**src/rtl/regbank_pkg.sv**
```systemverilog
// Shared constants and types for the 16x16 register bank.
// State encoding is kept as plain localparams for legacy tool compatibility.
// Counter type sized to walk all sixteen registers during a clear.
package regbank_pkg;

  localparam int WIDTH = 16;
  localparam int NREGS = 16;

  typedef logic [0:0] state_t;
  localparam state_t ST_IDLE  = 1'b0;
  localparam state_t ST_CLEAR = 1'b1;

  typedef logic [3:0] cnt_t;

endpackage

```
**src/rtl/onehot_dec4.sv**
```systemverilog
// 4-to-16 one-hot decoder with enable.
// Latency: combinational, zero cycles.
// Backpressure: none; output is all-zero when en is low.
module onehot_dec4 (
  input  logic [3:0]  idx,
  input  logic        en,
  output logic [15:0] onehot
);

  // Single set bit at position idx, or nothing when disabled.
  always_comb begin
    onehot = 16'h0000;
    if (en) onehot[idx] = 1'b1;
  end

endmodule

```
**src/rtl/reg_bank_16.sv**
```systemverilog
// Sixteen 16-bit registers with write port, registered one-hot read select and sequential clear.
// Latency: write and read-select take effect one edge after sampling; a clear walks one register per edge over 16 edges.
// Backpressure: busy is high during a clear, while writes, reads and further clear pulses are ignored.
// Build option REGBANK_R0_ZERO_EN: hardwires register 0 to zero.
module reg_bank_16
  import regbank_pkg::*;
#(
  parameter int WIDTH = regbank_pkg::WIDTH,
  parameter int NREGS = regbank_pkg::NREGS
) (
  input  logic             clk,
  input  logic             reset,
  input  logic             wr_en,
  input  logic [3:0]       wr_addr,
  input  logic [WIDTH-1:0] wr_data,
  input  logic             rd_en,
  input  logic [3:0]       rd_addr,
  input  logic             clr,
  output logic [WIDTH-1:0] r0,
  output logic [WIDTH-1:0] r1,
  output logic [WIDTH-1:0] r2,
  output logic [WIDTH-1:0] r3,
  output logic [WIDTH-1:0] r4,
  output logic [WIDTH-1:0] r5,
  output logic [WIDTH-1:0] r6,
  output logic [WIDTH-1:0] r7,
  output logic [WIDTH-1:0] r8,
  output logic [WIDTH-1:0] r9,
  output logic [WIDTH-1:0] r10,
  output logic [WIDTH-1:0] r11,
  output logic [WIDTH-1:0] r12,
  output logic [WIDTH-1:0] r13,
  output logic [WIDTH-1:0] r14,
  output logic [WIDTH-1:0] r15,
  output logic [NREGS-1:0] read,
  output logic             busy
);

  logic [WIDTH-1:0] regs [NREGS];
  state_t           state;
  cnt_t             cnt;
  logic [15:0]      wr_dec;
  logic [15:0]      wr_sel;
  logic [15:0]      rd_sel;

  onehot_dec4 u_wr_dec (
    .idx    (wr_addr),
    .en     (wr_en),
    .onehot (wr_dec)
  );

  onehot_dec4 u_rd_dec (
    .idx    (rd_addr),
    .en     (rd_en),
    .onehot (rd_sel)
  );

`ifdef REGBANK_R0_ZERO_EN
  // Register 0 never accepts a write, so it stays at its reset value of zero.
  assign wr_sel = wr_dec & 16'hFFFE;
`else
  assign wr_sel = wr_dec;
`endif

  // Register file, clear engine and read-select pipeline share one state machine.
  always_ff @(posedge clk or posedge reset) begin
    if (reset) begin
      state <= ST_IDLE;
      cnt   <= '0;
      busy  <= 1'b0;
      read  <= '0;
      for (int i = 0; i < NREGS; i++) regs[i] <= '0;
    end else begin
      case (state)
        ST_IDLE: begin
          if (clr) begin
            // clr wins over a same-edge write; the bus is released while clearing.
            state <= ST_CLEAR;
            busy  <= 1'b1;
            cnt   <= '0;
            read  <= '0;
          end else begin
            read <= rd_sel;
            for (int i = 0; i < NREGS; i++) begin
              if (wr_sel[i]) regs[i] <= wr_data;
            end
          end
        end
        ST_CLEAR: begin
          regs[cnt] <= '0;
          cnt       <= cnt + 4'd1;
          read      <= '0;
          if (cnt == 4'd15) begin
            state <= ST_IDLE;
            busy  <= 1'b0;
          end
        end
        default: begin
          state <= ST_IDLE;
          busy  <= 1'b0;
          read  <= '0;
        end
      endcase
    end
  end

  assign r0  = regs[0];
  assign r1  = regs[1];
  assign r2  = regs[2];
  assign r3  = regs[3];
  assign r4  = regs[4];
  assign r5  = regs[5];
  assign r6  = regs[6];
  assign r7  = regs[7];
  assign r8  = regs[8];
  assign r9  = regs[9];
  assign r10 = regs[10];
  assign r11 = regs[11];
  assign r12 = regs[12];
  assign r13 = regs[13];
  assign r14 = regs[14];
  assign r15 = regs[15];

endmodule
```
**config.mk**
```make
export PLATFORM = sky130hd
export DESIGN_NAME = reg_bank_16
export DESIGN_NICKNAME = d
export VERILOG_FILES = /design/src/rtl/regbank_pkg.sv /design/src/rtl/onehot_dec4.sv /design/src/rtl/reg_bank_16.sv
export SDC_FILE = /design/constraint.sdc
export NUM_CORES = 1
export LEC_CHECK = 0
export CORE_MARGIN = 4
export CORE_UTILIZATION = 46
export CTS_CLUSTER_DIAMETER = 80
export CTS_CLUSTER_SIZE = 30
export DETAILED_ROUTE_END_ITERATION = 8
export MAX_ROUTING_LAYER = met4
export PLACE_DENSITY_LB_ADDON = 0.3
export SYNTH_ARGS = -nofsm -noshare
export SYNTH_HDL_FRONTEND = slang
export SYNTH_SLANG_ARGS = --single-unit
export TNS_END_PERCENT = 1
```
**constraint.sdc**
```tcl
create_clock -name clk -period 8.8 [get_ports clk]
set_input_delay 1.76 -clock clk [delete_from_list [all_inputs] [get_ports clk]]
set_output_delay 1.76 -clock clk [all_outputs]
set_load 0.005 [all_outputs]
```
Yosys cells after proc, flatten, opt, wreduce, memory -nomap -nowiden:

Index checks and enable logic that the tools add are counted.

* bits in latches: 0
* logic and storage cells: 107
* input port bits: 29
* memories kept: 0
* RAM bits: 0
* ROM bits: 0
* register bits after elaboration: 278

* $lt $le $gt $ge: 6
* eq/ne operators: 20
* bitwise operators: 4
* reduce and logical (&&, ||, !) cells: 20
* multiplexer cells: 36
* $mul: 0
* shift operators: 0
* add/subtract/negate cells: 1
* divide/modulo/power cells: 0

Operators with widths (count)
* 256-bit case mux with 2 select lines: 1
* 16-bit 2-to-1 mux: 20
* 256-bit bitwise AND: 1
* 256-bit 2-to-1 mux: 1
* 256-bit NOT: 1
* 16-bit demux with 4-bit select: 1
* 2-bit by 1-bit inequality test with 1-bit output (second input constant): 17
* 2-bit AND reduction: 17
* 16-bit case mux with 2 select lines: 1
* 4-bit by 5-bit < comparator with 1-bit output (second input constant): 2
* 1-bit demux with 4-bit select: 2
* 4-bit by 1-bit greater-or-equal comparator with 1-bit output (second input constant): 2
* 4-bit case mux with 2 select lines: 1
* 1-bit 2-to-1 mux: 6
* 5-bit greater-or-equal comparator (second input constant): 1
* 5-bit by 1-bit < comparator with 1-bit output (second input constant): 1
* 4-bit NOT with 5-bit output: 1
* 4-bit by 1-bit adder with 4-bit output (second input constant): 1
* 4-bit == test (second input constant): 1
* 4-bit 2-to-1 mux: 1
* 2-bit inequality test (second input constant): 2
* 1-bit case mux with 2 select lines: 2
* 1-bit logical AND: 3
* 1-bit NOT: 1

Longest topological paths before layout:

* word-level depth: 8
* depth in mapped cells: 7
* depth with buffers taken out: 5

Modules after synthesis:

From an unflattened synthesis, not the netlist that was laid out.

* cells, all modules: 755
* area total of the unflattened synthesis: 10983.0 µm²

Modules (own cells, without submodules)
* reg_bank_16: times used 1, sequential area each 6956.7 µm², cells each 709, area each 10745.3 µm²
* onehot_dec4 at u_rd_dec: times used 1, sequential area each 0.0 µm², cells each 23, area each 120.1 µm²
* onehot_dec4 at u_wr_dec: times used 1, sequential area each 0.0 µm², cells each 23, area each 117.6 µm²

Worst setup path before layout:

OpenSTA, ideal clock, no wires.

* kind: input -> register
* start: in clr
* end: reg regs, in the netlist r6[0]
* data arrival time: 2.737 ns
* setup slack: 5.940 ns
* stages: 4
* cells stage by stage: or4b_4 -> nor3_1 -> buf_2 -> o21ai_1

* cells in the longest elaborated chain, start to end: 2

RTL lines
* from (decl): RTL line reg_bank_16.sv:18 `input logic clr,`
* 2-bit inequality test (no line)
* 2-bit AND reduction (no line)
* to (signal, indexed assignment): RTL line reg_bank_16.sv:85 `if (wr_sel[i]) regs[i] <= wr_data;`
* to (decl): RTL line reg_bank_16.sv:39 `logic [WIDTH-1:0] regs [NREGS];`

No other way between the ends.
A chain may end at the register's enable or synchronous reset.

Worst setup path in the final report:

* start: in wr_addr[1]
* end: reg regs, in the netlist r6[10]

* cells in the longest elaborated chain, start to end: 7

RTL lines
* from (decl): RTL line reg_bank_16.sv:14 `input logic [3:0] wr_addr,`
* 4-bit by 5-bit < comparator with 1-bit output (implied by the code) / 4-bit by 1-bit greater-or-equal comparator with 1-bit output (equally long branches): RTL line onehot_dec4.sv:13 `if (en) onehot[idx] = 1'b1;`
* 1-bit logical AND (implied by the code): RTL line onehot_dec4.sv:13
* 1-bit 2-to-1 mux (implied by the code): RTL line onehot_dec4.sv:13
* 1-bit demux with 4-bit select *
* 16-bit 2-to-1 mux *: RTL line onehot_dec4.sv:13
* 2-bit by 1-bit inequality test with 1-bit output (no line) *
* 2-bit AND reduction (no line) *

Mark *: on every way between the ends. The rest lies on a longest branch, timed or not.

==> metrics.txt <==
# TYPE chip_impl_metric gauge
chip_impl_info{name="layout.cells.most_common",value="sky130_fd_sc_hd__clkdlybuf4s50_1"} 1
chip_impl_metric{name="drtPass1Iterations",unit=""} 5
chip_impl_info{name="worst_setup_path_end_kind",value="flop"} 1
chip_impl_metric{name="avgSynthCellArea",unit="sq um"} 10.0
chip_impl_metric{name="cp_slowest_stage_delay",unit="ns"} 1.02
chip_impl_info{name="worst_hold_path_type",value="flop to flop"} 1
chip_impl_metric{name="insertedDiodeCount",unit=""} 0
chip_impl_metric{name="vias_per_cell",unit=""} 5.78
chip_impl_metric{name="timing.reg2reg.worst_path_depth",unit=""} 4
chip_impl_info{name="clock-root-buffer",value="sky130_fd_sc_hd__clkbuf_16"} 1
chip_impl_metric{name="critical_path_maximum_fanout",unit=""} 15
chip_impl_metric{name="cts_max_path_buffers",unit=""} 3
chip_impl_metric{name="grt_start_max_net_pins",unit=""} 116
chip_impl_info{name="final_cell_mix",value="301 x sky130_fd_sc_hd__clkdlybuf4s50_1, 277 x sky130_fd_sc_hd__dfrtp_1, 193 x sky130_fd_sc_hd__nand2_1"} 1
chip_impl_metric{name="fp.dieH",unit="um"} 175
chip_impl_metric{name="count_of_flip_flops_with_a_built_in_enable_after_synthesis",unit=""} 0
chip_impl_metric{name="via_count_of_the_first_global_routing_pass",unit=""} 10509
chip_impl_metric{name="area_growth_syn_to_layout",unit="%"} 27.8
chip_impl_metric{name="grt_first_pass_wirelength",unit="um"} 62700
chip_impl_metric{name="filler_free_cell_count_of_the_finished_design",unit=""} 1883
chip_impl_metric{name="place.detailed.instances",unit=""} 1859
chip_impl_info{name="rsz0062_at_grt",value="no"} 1
chip_impl_metric{name="fin_ws",unit="ns"} 4.82
chip_impl_metric{name="synth_warnings",unit=""} 0
chip_impl_metric{name="post_route_cells_drive_above_1_share",unit="%"} 3.64
chip_impl_info{name="critical_r2r_launch",value="state"} 1
chip_impl_metric{name="maximum_vdd_drop",unit="mV"} 0.147
chip_impl_metric{name="top_level_ports",unit=""} 302
chip_impl_metric{name="post-route-drc-count",unit=""} 0
chip_impl_metric{name="post-route-util",unit="%"} 60.4
chip_impl_metric{name="dp_hpwl",unit="um"} 27800
chip_impl_metric{name="pre_cts_ws",unit="ns"} 4.36
chip_impl_metric{name="ys_types",unit=""} 44
chip_impl_metric{name="final.setup.tns",unit="ns"} 0
chip_impl_metric{name="num_vias",unit=""} 10883
chip_impl_metric{name="hold_violations",unit=""} 0
chip_impl_metric{name="clk_latency",unit="ns"} 0.50
chip_impl_metric{name="global_route.usage.total",unit="%"} 26.4
chip_impl_metric{name="coreArea",unit="sq mm"} 0.0273
chip_impl_metric{name="die_width",unit="um"} 175
chip_impl_info{name="run_status",value="completed"} 1
chip_impl_metric{name="static-leakage-power",unit="nW"} 8.12
chip_impl_info{name="cp-start-kind",value="input pin"} 1
chip_impl_info{name="crit_family",value="simple AND/OR/NAND/NOR gates"} 1
chip_impl_info{name="postSynth.topFlopCell",value="sky130_fd_sc_hd__dfrtp_1"} 1
chip_impl_metric{name="drt_first_iter_violations",unit=""} 1251
chip_impl_metric{name="tritoncts_num_sinks",unit=""} 278
chip_impl_metric{name="final_min_period_over_clock_period",unit="%"} 45.2
chip_impl_info{name="setup.worst_path.start",value="wr_addr[1]"} 1
chip_impl_metric{name="post_synth_inst_count",unit=""} 1281
chip_impl_metric{name="finalNetCount",unit=""} 1537
chip_impl_metric{name="cts_resized",unit=""} 0
chip_impl_metric{name="floorplan.die_area",unit="sq mm"} 0.0307
chip_impl_metric{name="report.final.setup_viol",unit=""} 0
chip_impl_metric{name="antenna_found_initial",unit=""} 0
chip_impl_metric{name="relSlewSlack",unit="%"} 18.5
chip_impl_info{name="path_cells",value="clkdlybuf4s50_1 > nand2_1 > nor3_1 > o21ai_0"} 1
chip_impl_metric{name="worstSetupPathDepth",unit=""} 4
chip_impl_metric{name="postCtsHoldBufs",unit=""} 0
chip_impl_metric{name="grt-ovfl-total",unit=""} 0
chip_impl_metric{name="final-max-slew-violation-count",unit=""} 0
chip_impl_metric{name="fin_skew",unit="ns"} 0.0225
chip_impl_metric{name="max_cap_viols",unit=""} 0
chip_impl_metric{name="routed_length_per_placed_instance",unit="um"} 21.9
chip_impl_metric{name="period_needed",unit="ns"} 3.98
chip_impl_metric{name="cts.reportedPaths.clkPinSlew",unit="ns"} 0.11
chip_impl_metric{name="powerDensity",unit="mW/mm^2"} 293
chip_impl_metric{name="max_freq",unit="MHz"} 251
chip_impl_metric{name="gp_congestion",unit=""} 0.841
chip_impl_info{name="crit_path_top_delay_cell",value="sky130_fd_sc_hd__clkdlybuf4s50_1"} 1
chip_impl_metric{name="cts.htree.levels",unit=""} 1
chip_impl_metric{name="required_time_at_the_worst_slack_endpoint",unit="ns"} 9.12
chip_impl_metric{name="syn-num-nets",unit=""} 1315
chip_impl_metric{name="cts_post_setup_buffers_inserted",unit=""} 0
chip_impl_metric{name="r2r_setup_slack",unit="ns"} 5.79
chip_impl_info{name="critPathKind",value="input pin to flop"} 1
chip_impl_metric{name="worst-path-buf-inv",unit=""} 1
chip_impl_metric{name="synth-seq-cells",unit=""} 278
chip_impl_info{name="crit_path_end",value="r6[10]"} 1
chip_impl_info{name="clock_tree_from_tritoncts",value="built"} 1
chip_impl_metric{name="floorplan.initialDensity",unit="%"} 47.2
chip_impl_metric{name="total_power",unit="mW"} 4.82
chip_impl_metric{name="post_synth_instance_area",unit="sq mm"} 0.0129
chip_impl_info{name="worst_r2r_endpoint",value="r7[10]"} 1
chip_impl_metric{name="sequential_area_share_after_synthesis",unit="%"} 54.1
chip_impl_metric{name="postRouteAntennaNets",unit=""} 0
chip_impl_metric{name="row_count",unit=""} 60
chip_impl_metric{name="drt_wl_total",unit="um"} 41200
chip_impl_metric{name="cts_made_buffers",unit=""} 14
chip_impl_metric{name="async_set_or_reset_register_ratio_after_synthesis",unit="%"} 100
chip_impl_metric{name="slew_at_the_pin_closest_to_its_max_slew_limit",unit="ns"} 1.21
chip_impl_metric{name="worst-endpoint-arrival",unit="ns"} 4.30
chip_impl_metric{name="port_buffers",unit=""} 301
[per-layer routing]
layer	vias to the layer above	share of wire [%]	global-route usage, %
li1	4871	-	-
met3	74	7.6	4.56
met4	0	2.8	8.02
met5	-	0	-
met1	5451	42	35.8
met2	487	47	41.1
[worst register-to-register path, cell delays in order, from the launching register on]
cell	delay [ns]
sky130_fd_sc_hd__dfrtp_4	0.88
sky130_fd_sc_hd__buf_4	0.83
sky130_fd_sc_hd__nand4b_1	0.82
sky130_fd_sc_hd__nand2_1	0.25
sky130_fd_sc_hd__o21ai_0	0.10
[cells by family after synthesis]
logic type | after synthesis | share of synthesized area [%]
fa+ha+maj | 5 | 0.486
simple gates | 549 | 22.5
compound gates | 223 | 10.7
mux | 96 | 7.48
buf+inv | 130 | 4.73
flops | 278 | 54.1
[worst min-delay path by stage]
stage / start / to / slack (ns) / cells past startpoint
after floorplan: busy / busy / 0.49 / 1
after global placement: busy / busy / 0.48 / 1
after detailed placement: busy / busy / 0.49 / 1
after CTS: busy / busy / 0.52 / 1
after global routing: r9[2] / r9[2] / 0.54 / 2
final: busy / busy / 0.52 / 1
[metrics by stage]
| stage | area [sq um] | hold WS, ns |
|---|---|---|
| floorplan | 12900 | 0.487 |
| global placement | 16000 | 0.480 |
| detailed placement | 16000 | 0.495 |
| CTS | 16400 | 0.520 |
| global route | 16400 | 0.541 |
| finish | 16400 | 0.517 |
[synthesized netlist by cell type, types with 2 or more instances]
library cell | number | area share (%)
sky130_fd_sc_hd__nand3_1 | 132 | 5.1
sky130_fd_sc_hd__nand3b_1 | 3 | 0.17
sky130_fd_sc_hd__mux2i_1 | 95 | 7.4
sky130_fd_sc_hd__a211o_1 | 50 | 3.4
sky130_fd_sc_hd__nand4b_1 | 10 | 0.68
sky130_fd_sc_hd__nor3_1 | 5 | 0.19
sky130_fd_sc_hd__a21oi_1 | 58 | 2.3
sky130_fd_sc_hd__inv_1 | 20 | 0.58
sky130_fd_sc_hd__buf_4 | 7 | 0.41
sky130_fd_sc_hd__nand3_2 | 2 | 0.16
sky130_fd_sc_hd__a311o_1 | 4 | 0.31
sky130_fd_sc_hd__and2_1 | 9 | 0.44
sky130_fd_sc_hd__nand2b_1 | 74 | 3.6
sky130_fd_sc_hd__nand3_4 | 4 | 0.54
sky130_fd_sc_hd__o211ai_1 | 19 | 1.1
sky130_fd_sc_hd__nor2_1 | 21 | 0.61
sky130_fd_sc_hd__or3b_1 | 3 | 0.20
sky130_fd_sc_hd__o21ai_1 | 63 | 2.5
sky130_fd_sc_hd__buf_6 | 5 | 0.44
sky130_fd_sc_hd__nor4b_2 | 2 | 0.23
sky130_fd_sc_hd__clkbuf_1 | 51 | 1.5
sky130_fd_sc_hd__ha_1 | 5 | 0.49
sky130_fd_sc_hd__nand4_1 | 6 | 0.29
sky130_fd_sc_hd__and3_1 | 49 | 2.4
sky130_fd_sc_hd__dfrtp_1 | 278 | 54
sky130_fd_sc_hd__buf_2 | 40 | 1.6
sky130_fd_sc_hd__o21ai_0 | 26 | 1.0
sky130_fd_sc_hd__and4bb_1 | 2 | 0.19
sky130_fd_sc_hd__and4b_1 | 4 | 0.31
sky130_fd_sc_hd__nand2_1 | 193 | 5.6
sky130_fd_sc_hd__nor2b_1 | 21 | 1.0
sky130_fd_sc_hd__clkbuf_2 | 6 | 0.23
sky130_fd_sc_hd__nand4bb_1 | 3 | 0.26
[power breakdown]
part           internal (mW)  switching [mW]
Sequential              1.74           0.392
Combinational           1.09           0.793
Clock                  0.364           0.438
Total                   3.20            1.62
[cell type report]
cell class                 instances  area, sq um
fill                            2270        10800
sequential                       278         6960
multi-input combinational        873         5340
timing repair buffer             316         3130
tap                              372          465
clock buffer                      17          393
clock inverter                     7         90.1
inverter                          20         78.8
Power figures use the tool's default switching activity.
